File: config.mk
export PLATFORM = sky130hd
export DESIGN_NAME = cpu_step_ctrl
export DESIGN_NICKNAME = d
export VERILOG_FILES = /design/src/rtl/cpu_step_ctrl_pkg.sv /design/src/rtl/cpu_step_ctrl_btn_debounce.sv /design/src/rtl/cpu_step_ctrl.sv
export SDC_FILE = /design/constraint.sdc
export NUM_CORES = 1
export LEC_CHECK = 0
export ABC_AREA = 0
export BUFFER_PORTS_ARGS = -buffer_cell sky130_fd_sc_hd__clkbuf_2
export CAP_MARGIN = 20
export CORE_UTILIZATION = 33
export CTS_CLUSTER_SIZE = 25
export DETAILED_ROUTE_END_ITERATION = 16
export PLACE_DENSITY_LB_ADDON = 0.1
export SYNTH_ARGS = -nofsm -noshare
export SYNTH_HDL_FRONTEND = slang
export SYNTH_SLANG_ARGS = --single-unit
File: constraint.sdc
create_clock -name clk -period 3.6 [get_ports clk]
set_input_delay 0.18 -clock clk [delete_from_list [all_inputs] [get_ports clk]]
set_output_delay 0.18 -clock clk [all_outputs]
set_load 0.01 [all_outputs]
File: src/rtl/cpu_step_ctrl_pkg.sv
`default_nettype none
// ============================================================================
//  Module      : cpu_step_ctrl_pkg
//  Description : Shared state encodings for the CPU step/run sequencer.
//  Revision    : 1.0 - initial release
// ============================================================================
package cpu_step_ctrl_pkg;

    localparam int c_STATE_W = 3;

    // Encodings are visible on the debug 'state' port, so they are fixed.
    typedef enum logic [c_STATE_W-1:0] {
        ST_IDLE  = 3'd0,
        ST_STEP  = 3'd1,
        ST_WAIT  = 3'd2,
        ST_RUN   = 3'd3,
        ST_BREAK = 3'd4
    } state_e;

endpackage
`default_nettype wire

File: src/rtl/cpu_step_ctrl_btn_debounce.sv
`default_nettype none
// ============================================================================
//  Module      : btn_debounce
//  Description : Two-flop synchronizer plus stable-level debounce counter for
//                the raw step button; emits a one-cycle press pulse on the
//                debounced rising edge.
//  Revision    : 1.0 - initial release
// ============================================================================
module btn_debounce #(
    parameter int DEBOUNCE_CYCLES = 5000
) (
    input  logic clk,
    input  logic reset,
    input  logic btn_raw,
    output logic btn_db,
    output logic press
);

    localparam int              c_CNT_W    = (DEBOUNCE_CYCLES > 1) ? $clog2(DEBOUNCE_CYCLES) : 1;
    localparam logic [c_CNT_W-1:0] c_CNT_LAST = c_CNT_W'(DEBOUNCE_CYCLES - 1);

    logic               r_sync1_q;
    logic               r_sync2_q;
    logic               r_db_q;
    logic               r_db_prev_q;
    logic [c_CNT_W-1:0] r_cnt_q;

    logic               w_db_d;
    logic [c_CNT_W-1:0] w_cnt_d;

    // Accept a new level only after enough consecutive disagreeing samples.
    always_comb begin
        w_db_d  = r_db_q;
        w_cnt_d = '0;
        if (r_sync2_q != r_db_q) begin
            if (r_cnt_q == c_CNT_LAST) begin
                w_db_d  = r_sync2_q;
                w_cnt_d = '0;
            end else begin
                w_cnt_d = r_cnt_q + c_CNT_W'(1);
            end
        end
    end

    // Synchronizer, debounced level and edge-detect history.
    always_ff @(posedge clk) begin
        if (reset) begin
            r_sync1_q   <= 1'b0;
            r_sync2_q   <= 1'b0;
            r_db_q      <= 1'b0;
            r_db_prev_q <= 1'b0;
            r_cnt_q     <= '0;
        end else begin
            r_sync1_q   <= btn_raw;
            r_sync2_q   <= r_sync1_q;
            r_db_q      <= w_db_d;
            r_db_prev_q <= r_db_q;
            r_cnt_q     <= w_cnt_d;
        end
    end

    assign btn_db = r_db_q;
    assign press  = r_db_q & ~r_db_prev_q;

endmodule
`default_nettype wire

File: src/rtl/cpu_step_ctrl.sv
`default_nettype none
// ============================================================================
//  Module      : cpu_step_ctrl
//  Description : CPU clock-enable sequencer: single-step on debounced button,
//                free-run on run_mode, halt on halt_req or breakpoint match.
//                Counts issued cpu_ce cycles.
//  Revision    : 1.0 - initial release
// ============================================================================
module cpu_step_ctrl
    import cpu_step_ctrl_pkg::*;
#(
    parameter int DEBOUNCE_CYCLES = 5000,
    parameter int ADDR_W          = 8,
    parameter int CNT_W           = 16
) (
    input  logic              clk,
    input  logic              reset,
    input  logic              button,
    input  logic              run_mode,
    input  logic              bp_en,
    input  logic [ADDR_W-1:0] bp_addr,
    input  logic [ADDR_W-1:0] i_addr,
    input  logic              halt_req,
    output logic              cpu_ce,
    output logic [2:0]        state,
    output logic [CNT_W-1:0]  step_count,
    output logic              at_break
);

    logic             w_btn_db;
    logic             w_press;
    logic             w_stop;
    logic             w_cpu_ce;
    logic             w_at_break;

    state_e           r_state_q;
    state_e           w_state_d;
    logic [CNT_W-1:0] r_step_count_q;
    logic [CNT_W-1:0] w_step_count_d;

    btn_debounce #(
        .DEBOUNCE_CYCLES (DEBOUNCE_CYCLES)
    ) u_btn_debounce (
        .clk     (clk),
        .reset   (reset),
        .btn_raw (button),
        .btn_db  (w_btn_db),
        .press   (w_press)
    );

    // The breakpoint is checked against the address about to be fetched, so
    // stopping here keeps the breakpoint instruction out of the pipeline.
    assign w_stop = halt_req | (bp_en & (i_addr == bp_addr));

    // Next-state and clock-enable decode.
    always_comb begin
        w_state_d  = r_state_q;
        w_cpu_ce   = 1'b0;
        w_at_break = 1'b0;
        case (r_state_q)
            ST_IDLE: begin
                if (run_mode & ~halt_req) begin
                    w_state_d = ST_RUN;
                end else if (w_press) begin
                    w_state_d = ST_STEP;
                end
            end
            ST_STEP: begin
                w_cpu_ce  = 1'b1;
                w_state_d = ST_WAIT;
            end
            ST_WAIT: begin
                // Hold here until release so a held button gives one step.
                if (~w_btn_db) begin
                    w_state_d = ST_IDLE;
                end
            end
            ST_RUN: begin
                if (w_stop) begin
                    w_state_d = ST_BREAK;
                end else if (~run_mode) begin
                    w_state_d = ST_IDLE;
                end else begin
                    w_cpu_ce = 1'b1;
                end
            end
            ST_BREAK: begin
                w_at_break = 1'b1;
                // STEP does not check the breakpoint, so a press steps past it.
                if (w_press) begin
                    w_state_d = ST_STEP;
                end else if (~run_mode) begin
                    w_state_d = ST_IDLE;
                end
            end
            default: begin
                w_state_d = ST_IDLE;
            end
        endcase
    end

    // Issued-cycle counter, wraps silently.
    always_comb begin
        w_step_count_d = r_step_count_q + CNT_W'(w_cpu_ce);
    end

    // State and counter registers.
    always_ff @(posedge clk) begin
        if (reset) begin
            r_state_q      <= ST_IDLE;
            r_step_count_q <= '0;
        end else begin
            r_state_q      <= w_state_d;
            r_step_count_q <= w_step_count_d;
        end
    end

    assign cpu_ce     = w_cpu_ce;
    assign state      = r_state_q;
    assign step_count = r_step_count_q;
    assign at_break   = w_at_break;

endmodule
`default_nettype wire

==> reports/results.tsv, run 1 <==
metric	value	unit
Final setup violation count	0	
overall via count from detail_route	1372	
last weighted congestion value of the routability-driven placer	0.754	
clock latency on the worst-skew pair	280	ps
total iterations of the first detailed-routing run	4	
minimum clock period after layout	2190	ps
required time of the critical path	3770	ps
number of instances resized during post-cts repair	0	
initial standard-cell utilization of the core	34.7	%
violation count after the first detailed-routing iteration	42	
slowest stage delay, CP	490	ps
Crit. End Element	flop	
critical path startpoint category	flop	
Cell variety after synth	30	
critical-path cell list	nand2b_1 > a21oi_1 > ha_1 > nand3_1 > nor4_2 > nand4_1 > mux2_2	
run status	finished clean	
biggest area consumer among synthesized cells	dfxtp_1	
cts bufs inserted	5	
Main synth FF type	dfxtp_1	
biggest fanout along the worst timing path	7	
wire length of the first global-routing pass	5400	um
depth of the CTS H-tree	2	
area share of the leading cell type in the synthesized netlist	43.4	%
worst slack, placed	1280	ps
placement row count	25	
clock root buffer	clkbuf_8	
startpoint-to-endpoint class of the critical path	reg -> reg	
cell family with most CP delay	simple AND/OR/NAND/NOR gates	
count of input and output buffers	42	
final hold violation count	0	
total grt overflow	0	
number of synthesized flops with an enable pin	0	
total wirelength of the detailed-routed design	3130	um
maximum number of pins on one net before global-route repair	27	
top area cells in the synthesized netlist	dfxtp_1 43%, xnor2_1 14%, nor2_1 7.7%	
number of nets in the final layout	259	
number of slew-limit violations in the final report	0	
vertical die dimension	73.0	um
RSZ-0062 raised after global routing	no	
summed negative setup slack over all endpoints	0	ps
vias per cell	4.54	
post-synthesis net count	214	
number of placed I/O pins	43	
overall track demand over capacity in global routing	13.0	%
WP buf/inv	0	
count of antenna-violating nets left after detailed routing	0	
part of the Yosys area used for sequential elements	43.4	%
total of max-cap violations	0	
total inserted antenna cells	0	
clock edge transition at the registers on the reported setup and hold paths	70	ps
Avg Cell Area, Syn	8.79	um2
share of layout cells above drive strength 1	24.3	%
vias in the first global route	1246	
remaining design rule violation count	0	
fraction of registers with async set or reset after synthesis	0	%
hold buffers post-CTS	0	
gate count of the mapped netlist	189	
Area Overhead vs Synth	23.0	%
#FFs+latches synth	36	
Arrival @ worst endpoint	2360	ps
Clock Skew	6.55	ps
placeable core region	0.00479	mm2
IR Drop Worst-Case VDD	0.215	mV
slack of the worst reg-to-reg path	1410	ps
Max Freq	457	MHz
post-CTS setup buffer count	0	
maximum root-to-sink buffer count	2	
power per standard cell area	396	mW/mm2
min setup slack post-route	1410	ps
Post-Syn Area	0.00166	mm2
Tcrit/Tclk final	60.8	%
Slew HR	65.9	%
overall die area	0.00532	mm2
number of antenna violations at the first check in global routing	0	
CTS tree	done	
type of the tightest min-delay check	in -> reg	
slew at the pin closest to its max-slew limit	512	ps
Slowest cell on crit path	nor4_2	
HPWL after detailed placement	2290	um
Yosys warnings	0	
die span in x	73.0	um
static leakage power	0.748	nW
routed wire length per instance	10.4	um
Sinks on Clock Net	36	
## cells by family after synthesis
| family | Yosys count | share of synthesized area [%] |
|---|---|---|
| and+or+nand+nor | 90 | 27.3 |
| DFF | 36 | 43.4 |
| xor gates and xnor gates | 30 | 15.8 |
| AOI/OAI and AO/OA | 16 | 6.33 |
| buffers and inverters | 11 | 2.94 |
| muxes | 3 | 1.96 |
| adders and majority gates | 3 | 2.26 |
## area by class of cell
| type | instances | area [um2] |
|---|---|---|
| clock buffer | 5 | 68.8 |
| sequential | 36 | 721 |
| tap | 67 | 83.8 |
| timing repair buffer | 42 | 210 |
| clock inverter | 3 | 42.5 |
| multi-input combinational | 142 | 892 |
| inverter | 7 | 26.3 |
| fill | 490 | 2740 |
## cell usage after synthesis (2+ instances only)
library cell	number
nand2b_1	4
nor3_1	8
dfxtp_1	36
nand4_1	7
nand3_1	9
or3_1	2
nor4_2	2
inv_1	7
nor2b_1	8
nor2_1	34
a21oi_1	5
mux2_2	2
o21ai_0	3
nor4_1	4
nand2_1	8
ha_1	3
xor2_1	4
o31ai_1	2
xnor2_1	26
and2_1	2
a31o_2	2
clkbuf_1	3
## cell usage in the layout (no fill, tap or decap), types with 2 or more instances in the layout
cell type  instances
nand2b_1           4
inv_1              7
nor2_1            34
a21oi_1            5
o31ai_1            2
clkbuf_8           5
nand3_1            9
a31o_2             2
nor4_1             4
mux2_2             2
xnor2_1           26
and2_1             2
nor2b_1            8
or3_1              2
xor2_1             4
nand4_1            7
ha_1               3
clkbuf_2          42
nor4_2             2
nand2_1            8
o21ai_0            3
nor3_1             8
dfxtp_1           36
## routing by layer
metal / track usage [%] / vias up / routed length, um
li1: - / 729 / -
met4: 3.49 / 0 / 19
met5: 0 / - / 0
met3: 4.14 / 3 / 185
met2: 19.7 / 38 / 1320
met1: 17.9 / 602 / 1600
## registers in the layout, indices dropped and copies added (netlist names)
| register | flops |
|---|---|
| u_btn_debounce.r_db_prev_q | 1 |
| state | 3 |
| step_count | 16 |
| u_btn_debounce.btn_db | 1 |
| u_btn_debounce.r_sync1_q | 1 |
| u_btn_debounce.r_cnt_q | 13 |
| u_btn_debounce.r_sync2_q | 1 |
## path summary, 6_finish.rpt
kind,cells after the start,endpoint,startpoint
min,2,u_btn_debounce.r_sync1_q$_SDFF_PP0_,button
max reg2reg,7,step_count[13]$_SDFF_PP0_,state[2]$_SDFFE_PP0P_
max,7,step_count[13]$_SDFF_PP0_,state[2]$_SDFFE_PP0P_
min reg2reg,1,u_btn_debounce.r_sync2_q$_SDFF_PP0_,u_btn_debounce.r_sync1_q$_SDFF_PP0_
## worst register-to-register path: cells and delay by family (launching register included)
kind | cells | cell delay, ps
compound gates | 1 | 180
fa+ha+maj | 1 | 210
flops | 1 | 360
mux | 1 | 280
simple gates | 4 | 1060
## per-stage QoR
stage	util [%]	hold WS, ps	total power [mW]	instance area, um2	cells
2_1_floorplan	-	308	0.447	1660	189
3_3_place_gp	40.4	422	0.469	1930	294
3_5_place_dp	40.4	420	0.468	1930	294
4_1_cts	42.7	129	0.823	2040	302
5_1_grt	42.7	146	0.850	2040	302
6_report	42.7	123	0.810	2040	302
## report_power, final
group / internal [mW] / total [mW] / switching [mW]
Combinational: 0.0258 / 0.0510 / 0.0252
Sequential: 0.403 / 0.407 / 0.00432
Clock: 0.205 / 0.352 / 0.147
Note: power is estimated with default switching activity, not from simulation.
==> inputs of run 2 (changes only) <==
clock period = 2.24 ns   (was 3.6 ns; I/O delays follow)
==> run 2 against run 1 <==
Effect of this change:
- setup slack worse by 1200 ps
- critical path depth is 1 higher
- total power rose by 44%
- non-clock buffer count grew 4
- final cell count grew 0.99%
- register-to-register slack got worse by 1200 ps
- sequential power is 61% higher
==> reports/results.tsv, run 2 (synthesis results as in run 1) <==
metric	value	unit
maximum number of pins on one net before global-route repair	26	
number of placed I/O pins	43	
placement row count	25	
depth of the CTS H-tree	2	
run status	finished clean	
maximum root-to-sink buffer count	2	
HPWL after detailed placement	2400	um
overall die area	0.00532	mm2
count of antenna-violating nets left after detailed routing	0	
number of antenna violations at the first check in global routing	0	
Final setup violation count	0	
vias in the first global route	1266	
placeable core region	0.00479	mm2
startpoint-to-endpoint class of the critical path	reg -> reg	
clock root buffer	clkbuf_8	
footprint of the multi-input gates	892	um2
critical path startpoint category	flop	
Area Overhead vs Synth	22.8	%
IR Drop Worst-Case VDD	0.312	mV
critical-path cell list	nand2b_1 > a21oi_1 > ha_1 > ha_1 > nand4_1 > nor4_1 > xnor2_1 > nor2_1	
met2 wirelength from detailed routing	1300	um
total grt overflow	0	
remaining design rule violation count	0	
biggest fanout along the worst timing path	6	
total inserted antenna cells	0	
commonest non-fill, non-tap cell in the layout	clkbuf_2	
power per standard cell area	570	mW/mm2
wire length of the first global-routing pass	5360	um
Arrival @ worst endpoint	2150	ps
Slew HR	77.8	%
violation count after the first detailed-routing iteration	58	
uppermost layer routed	met4	
die span in x	73.0	um
number of instances resized during post-cts repair	0	
required time of the critical path	2410	ps
vias per cell	4.48	
Tcrit/Tclk final	88.4	%
most frequent cell on the critical path	ha_1	
clock edge transition at the registers on the reported setup and hold paths	70	ps
share of layout cells above drive strength 1	24.8	%
static leakage power	0.755	nW
final hold violation count	0	
total length of routed met3 wires	154	um
number of flip-flops in the largest register	16	
cell count of the worst reg-to-reg path	8	
count of placed standard cells in the final layout, fillers left out	305	
last weighted congestion value of the routability-driven placer	0.735	
overall via count from detail_route	1367	
total of max-cap violations	0	
fin util	42.6	%
slack of the worst reg-to-reg path	260	ps
Placed Cells incl. Taps	298	
count of input and output buffers	42	
type of the tightest min-delay check	in -> reg	
total wirelength of the detailed-routed design	3140	um
overall track demand over capacity in global routing	12.9	%
number of nets in the final layout	263	
total iterations of the first detailed-routing run	4	
initial standard-cell utilization of the core	34.7	%
slew at the pin closest to its max-slew limit	330	ps
hold-critical path depth	2	
slowest stage delay, CP	420	ps
number of slew-limit violations in the final report	0	
minimum clock period after layout	1980	ps
length of routed wiring on met1	1680	um
CTS tree	done	
vertical die dimension	73.0	um
hold buffers post-CTS	0	
area taken by flip-flops and latches	721	um2
clock latency on the worst-skew pair	280	ps
Clock Skew	5.44	ps
cts bufs inserted	5	
RSZ-0062 raised after global routing	yes	
post-CTS setup buffer count	0	
Crit. End Element	flop	
Sinks on Clock Net	36	
most used cells in the layout excluding fill and tap cells	42 x clkbuf_2, 36 x dfxtp_1, 34 x nor2_1	
Slowest cell on crit path	dfxtp_1	
Max Freq	505	MHz
routed wire length per instance	10.3	um
count of fill cells added during filler insertion	499	
-- run 2: routing by layer --
metal	track usage (%)	up-vias
li1	-	737
met1	17.2	594
met2	20.1	33
met3	3.87	3
met4	3.92	0
met5	0	-
-- run 2: final cells by class --
class	instances	area share, %
multi-input combinational	142	43.7
sequential	36	35.3
timing repair buffer	46	11.8
tap	67	4.11
clock buffer	6	3.56
inverter	7	1.29
clock inverter	1	0.245
-- run 2: report_power, final --
part / switching (mW) / internal (mW)
Combinational: 0.0410 / 0.0427
Sequential: 0.00716 / 0.648
Clock: 0.214 / 0.211
-- run 2: worst max-delay path: cells and delay by family, from the launching register on --
kind	cells	cell delay (ps)
compound gates	1	210
xor+xnor	1	160
fa+ha+maj	2	420
flops	1	420
simple gates	4	670
-- run 2: final timing paths --
kind / startpoint / endpoint
setup reg to reg: state[0]$_SDFFE_PP0P_ / step_count[12]$_SDFF_PP0_
setup / recovery: state[0]$_SDFFE_PP0P_ / step_count[12]$_SDFF_PP0_
hold reg to reg: u_btn_debounce.r_sync1_q$_SDFF_PP0_ / u_btn_debounce.r_sync2_q$_SDFF_PP0_
hold / removal: button / u_btn_debounce.r_sync1_q$_SDFF_PP0_
-- run 2: stage by stage --
step                setup slack, ps  hold slack, ps  instance area, um2  TNS [ps]  power, mW
floorplan                       134             240                1660         0      0.718
global placement                256             359                1960         0      0.756
detailed placement              166             359                1960         0      0.755
CTS                             231            70.0                2040         0       1.19
global route                  -4.42            61.5                2040     -4.42       1.23
finish                          261            67.1                2040         0       1.16
